[config.mk]
export PLATFORM = sky130hd
export DESIGN_NAME = ysyx_22050854_ctrl_fsm
export DESIGN_NICKNAME = d
export VERILOG_FILES = /design/src/rtl/ysyx_22050854_ctrl_pkg.sv /design/src/rtl/ysyx_22050854_timeout_cnt.sv /design/src/rtl/ysyx_22050854_ctrl_fsm.sv
export SDC_FILE = /design/constraint.sdc
export NUM_CORES = 1
export LEC_CHECK = 0
export ABC_AREA = 1
export CAP_MARGIN = 15
export CELL_PAD_IN_SITES_DETAIL_PLACEMENT = 2
export CELL_PAD_IN_SITES_GLOBAL_PLACEMENT = 2
export CORE_AREA = 2 2 130 132
export CTS_CLUSTER_SIZE = 10
export DETAILED_ROUTE_END_ITERATION = 12
export DIE_AREA = 0 0 132 134
export GPL_TIMING_DRIVEN = 0
export PLACE_DENSITY_LB_ADDON = 0.1
export SYNTH_ARGS = -nofsm -noshare
export SYNTH_HDL_FRONTEND = slang
export SYNTH_HIERARCHICAL = 1
export SYNTH_SLANG_ARGS = --single-unit
[constraint.sdc]
create_clock -name clk -period 2.2 [get_ports clk]
set_input_delay 0.55 -clock clk [delete_from_list [all_inputs] [get_ports clk]]
set_output_delay 0.55 -clock clk [all_outputs]
set_load 0.02 [all_outputs]
[src/rtl/ysyx_22050854_ctrl_pkg.sv]
// Shared encodings for the NPC multi-cycle sequencer: state codes, IDU Branch codes
// and the default response-wait limit.
package ysyx_22050854_ctrl_pkg;

  typedef enum logic [2:0] {
    S_IDLE     = 3'd0,
    S_IF_REQ   = 3'd1,
    S_IF_WAIT  = 3'd2,
    S_EX       = 3'd3,
    S_MEM_REQ  = 3'd4,
    S_MEM_WAIT = 3'd5,
    S_WB       = 3'd6,
    S_HALT     = 3'd7
  } state_t;

  localparam logic [2:0] BR_NONE = 3'b000;
  localparam logic [2:0] BR_JAL  = 3'b001;
  localparam logic [2:0] BR_JALR = 3'b010;
  localparam int         BR_COND = 2;

  localparam int TIMEOUT_DEF = 16;

  // Unconditional jumps always redirect; conditional branches only when the ALU says so.
  function automatic logic take_target(input logic [2:0] br, input logic taken);
    return (br == BR_JAL) || (br == BR_JALR) || (br[BR_COND] && taken);
  endfunction

  function automatic logic is_wait(input state_t s);
    return (s == S_IF_WAIT) || (s == S_MEM_WAIT);
  endfunction

endpackage

[src/rtl/ysyx_22050854_timeout_cnt.sv]
// Response-wait watchdog: counts cycles while enabled, flags the last allowed cycle.
// Combinational expired, one-cycle clear; no handshake of its own.
module ysyx_22050854_timeout_cnt #(
  parameter int TIMEOUT = 16,
  parameter int CNT_W   = 8
) (
  input  logic clk,
  input  logic rst_n,
  input  logic clear,
  input  logic enable,
  output logic expired
);

  localparam logic [CNT_W-1:0] LIMIT = CNT_W'(TIMEOUT - 1);

  logic [CNT_W-1:0] cnt;

  // First waiting cycle sees cnt=0, so the TIMEOUT-th waiting cycle sees LIMIT.
  assign expired = enable && (cnt == LIMIT);

  always_ff @(posedge clk or negedge rst_n) begin
    if (!rst_n) begin
      cnt <= '0;
    end else if (clear) begin
      cnt <= '0;
    end else if (enable && !expired) begin
      cnt <= cnt + 1'b1;
    end
  end

endmodule

[src/rtl/ysyx_22050854_ctrl_fsm.sv]
// NPC multi-cycle sequencer: fetch, execute, optional memory, writeback (4 / 6 cycles min).
// Requests are held until ready; response waits are bounded and end in a sticky error halt.
module ysyx_22050854_ctrl_fsm
  import ysyx_22050854_ctrl_pkg::*;
#(
  parameter int TIMEOUT = TIMEOUT_DEF,
  parameter int CNT_W   = 8
) (
  input  logic        clk,
  input  logic        rst_n,
  output logic        imem_req_valid,
  input  logic        imem_req_ready,
  input  logic        imem_rsp_valid,
  output logic        ir_wen,
  input  logic        RegWr,
  input  logic        MemtoReg,
  input  logic        MemWr,
  input  logic [2:0]  Branch,
  input  logic        ebreak,
  input  logic        br_taken,
  output logic        dmem_req_valid,
  output logic        dmem_req_we,
  input  logic        dmem_req_ready,
  input  logic        dmem_rsp_valid,
  output logic        rf_wen,
  output logic        pc_wen,
  output logic        pc_sel,
  output logic        halt,
  output logic        err,
  output logic [2:0]  state,
  output logic [63:0] instret
);

  state_t cur;
  logic   waiting;
  logic   expired;

  assign waiting = is_wait(cur);

  // One watchdog serves both wait states; it is held clear everywhere else.
  ysyx_22050854_timeout_cnt #(
    .TIMEOUT (TIMEOUT),
    .CNT_W   (CNT_W)
  ) u_timeout (
    .clk     (clk),
    .rst_n   (rst_n),
    .clear   (!waiting),
    .enable  (waiting),
    .expired (expired)
  );

  always_ff @(posedge clk or negedge rst_n) begin
    if (!rst_n) begin
      cur     <= S_IDLE;
      instret <= '0;
      err     <= 1'b0;
    end else begin
      case (cur)
        S_IDLE: cur <= S_IF_REQ;
        S_IF_REQ: begin
          if (imem_req_ready) cur <= S_IF_WAIT;
        end
        S_IF_WAIT: begin
          // A response on the limit cycle still wins over the timeout.
          if (imem_rsp_valid) begin
            cur <= S_EX;
          end else if (expired) begin
            err <= 1'b1;
            cur <= S_HALT;
          end
        end
        S_EX: begin
          if (ebreak) begin
            instret <= instret + 64'd1;
            cur     <= S_HALT;
          end else if (MemtoReg || MemWr) begin
            cur <= S_MEM_REQ;
          end else begin
            cur <= S_WB;
          end
        end
        S_MEM_REQ: begin
          if (dmem_req_ready) cur <= S_MEM_WAIT;
        end
        S_MEM_WAIT: begin
          if (dmem_rsp_valid) begin
            cur <= S_WB;
          end else if (expired) begin
            err <= 1'b1;
            cur <= S_HALT;
          end
        end
        S_WB: begin
          instret <= instret + 64'd1;
          cur     <= S_IF_REQ;
        end
        S_HALT: cur <= S_HALT;
      endcase
    end
  end

  // Everything below decodes the state register, so an async reset kills it at once.
  assign state          = cur;
  assign imem_req_valid = (cur == S_IF_REQ);
  assign ir_wen         = (cur == S_IF_WAIT) && imem_rsp_valid;
  assign dmem_req_valid = (cur == S_MEM_REQ);
  assign dmem_req_we    = (cur == S_MEM_REQ) && MemWr;
  assign rf_wen         = (cur == S_WB) && RegWr;
  assign pc_wen         = (cur == S_WB);
  assign pc_sel         = (cur == S_WB) && take_target(Branch, br_taken);
  assign halt           = (cur == S_HALT);

endmodule

==> reports/metrics.cfg <==
[status]
outcome=finished clean

[grt]
top_usage_layer=met2
grt_pass1_wl_mm=28.7
grtUsageTotal_pct=20.9
grt_max_degree=52
antenna_found_initial=0
grt_use_met1_pct=27.5
grt_pass1_vias=5201
use_met2_pct=36.1
overflow=0
grt_use_met3_pct=2.46

[cts]
htree_levels=3
post-cts-setup-buffers=0
clock_path_buffers=2
clock_latency_ps=350
clkTransAtPathRegs_ps=60
cts_tree=yes
cts_num_sinks=76
numCtsBuffers=9
cts-root-buf=clkbuf_16
hold_buffers=0

[drt]
drc=0
vias=4654
first_iter_violations=143
drt_wl_total_mm=17.7
wire_per_inst_um=18.3
routed_via_density=4.83
ant_nets=0
first_pass_iters=4

[final_layout]
area_growth_pct=33.9
design_area_um2=6190
drive_gt1_share_pct=8.47
fin_nets=756
area.sequential_um2=1900
multi_input_area_um2=2410
finish.utilization_pct=38.0
fillCellCount=1916
diodes=0

[synthesis]
ys_types=31
syn-num-nets=655
netlist_instances=639
synth_top_area_share_pct=41.2
synth_top_area_cell=dfrtp_1
async_flop_share_pct=100
ys_ff_latch=76
yosysWarningCount=6
synth_area_um2=4620
yosys.cell_count.top_type=nand2_1
synth_edf_count=0
synthTopCellsByCount=nand2_1 (189), nor2_1 (90), inv_1 (86), dfrtp_1 (76), nand3_1 (45)
yosys_most_used_dff=dfrtp_1
synthTopCellsByArea=dfrtp_1 (41%), nand2_1 (15%), nor2_1 (7.3%), inv_1 (7.0%), nand3_1 (4.9%)
avgSynthCellArea_um2=7.23
synth_seq_area_share_pct=41.2

[power_and_ir_drop]
switchingPower_w=0.00146
comb_power_share_pct=24.0
p_leak_nw=2.69
p_per_area_nw_per_um2=736
p_int_w=0.00309
seqPwrFrac_pct=35.4
max-vdd-ir-drop_mv=0.367
p_clk_share_pct=40.6
swShare_pct=32.1

[die]
die-area_um2=17700
die_h_um=134
rows=47
die_w_um=132
initial_utilization_pct=28.4
io_pins=90
core_um2=16300

[critical_path]
start_kind=register
worstPathRequired_ps=1650
cp.arrival_ps=1570
slowest_delay_ps=410
path_max_fanout=7
endpoint_kind=primary output
path_class=reg -> out
crit_slowest_cell=dfrtp_1
cp_top_family=buffers and inverters
path_cells=inv_2 -> nor2_2 -> nand2_2 -> nor2_1 -> clkdlybuf4s15_1
crit_buf_inv=2

[sta]
setup_tns_ps=0
tightest_slew_ps=433
setup_ws_ps=84.3
period_share_pct=96.2
min_period_ps=2120
final_max_slew_viol_count=0
skew_ps=5.60
relSlewSlack_pct=71.0
setup_viol=0
finalHoldViolCount=0
fmax_ghz=0.473

[place]
portBuffers=89
dp_slack_ps=-311
dp_hpwl_mm=14.1
post_dp_cell_area_um2=5810
globalplace.congestion=0.791

[worst_hold_path]
hold_path.class=in -> async

[run]
maxCapViolCount=0

cell families (layout without fill, tap and decap cells):
logic type      after synthesis  in the layout  share of synthesized area [%]
simple gates                406            406                           39.7
fa+ha+maj                     2              2                          0.541
xor+xnor                     46             46                           8.72
buf+inv                      90            195                           7.53
compound gates               19             19                           2.36
flops                        76             76                           41.2
worst reg2reg max path, delay by kind of cell, from the launching register on:
| kind | cells | cell delay (ps) |
|---|---|---|
| AND/OR/NAND/NOR | 8 | 1140 |
| flip-flops | 1 | 450 |
| adder cells (fa/ha/maj) | 1 | 210 |
| buffers and inverters | 1 | 70 |
registers in the layout (all words and copies together) (netlist names):
name,flops
state,3
instret,64
err,1
u_timeout/cnt,8
placed cells by master (no fill, tap or decap), types with 2 or more instances in the layout:
master,netlist,final
nand2_1,189,188
nor2_1,90,87
inv_1,86,86
clkdlybuf4s50_1,0,80
dfrtp_1,76,74
nand3_1,45,44
xnor2_1,24,24
xor2_1,22,22
nand4_1,19,19
nor3_1,21,18
nor2_2,14,15
o21ai_0,11,11
nor2_4,7,9
nand3b_1,9,9
clkbuf_16,0,9
nand2_2,4,5
nand3_2,3,4
bufinv_16,0,4
dlygate4sd2_1,0,4
nor3_2,0,3
o21ai_1,3,3
ha_1,2,2
clkbuf_2,0,2
dfrtp_2,0,2
power groups by stage:
| stage | clock, W | combinational, W | sequential [W] |
|---|---|---|---|
| floorplan | 0 | 0.000563 | 0.00170 |
| global placement | 0 | 0.00108 | 0.00163 |
| detailed placement | 0 | 0.00112 | 0.00163 |
| CTS | 0.00189 | 0.00110 | 0.00162 |
| global route | 0.00194 | 0.00121 | 0.00163 |
| finish | 0.00185 | 0.00109 | 0.00161 |
cell type report:
type	count	area share, %
clock inverter	5	2.02
clock buffer	10	3.70
multi-input combinational	473	39.0
sequential	76	30.8
tap	220	4.45
inverter	89	5.44
timing repair buffer	90	14.5
buffer	1	0.182
per-layer routing:
metal / vias to the layer above / share of wire (%)
met5: - / 0
met4: 0 / 1.6
met3: 18 / 2.4
met2: 66 / 50
met1: 2370 / 46
li1: 2200 / -
worst paths after layout:
kind	startpoint	endpoint	slack (ps)	cells past startpoint
min	rst_n	u_timeout/cnt[4]	120	1
min in group clk	instret[63]	instret[63]	490	2
max in group asynchronous	rst_n	state[0]	1470	2
max reg2reg	instret[0]	instret[58]	220	10
min reg2reg	instret[63]	instret[63]	490	2
max	state[1]	rf_wen	80	5
repair_timing:
| action | CTS | global route |
|---|---|---|
| setup endpoints to repair | 9 | 15 |
| gates resized for setup | 16 | 12 |
| endpoints found under the hold margin | 0 | 0 |
| pin swaps | 1 | 0 |
through the flow:
step	std cells	hold WS [ps]	power, W
final	964	119	0.00456
after global routing	964	146	0.00478
after floorplan	639	254	0.00226
after CTS	964	134	0.00461
after detailed placement	949	490	0.00276
after global placement	948	472	0.00271
No activity file was read; power rests on OpenSTA's default activity.
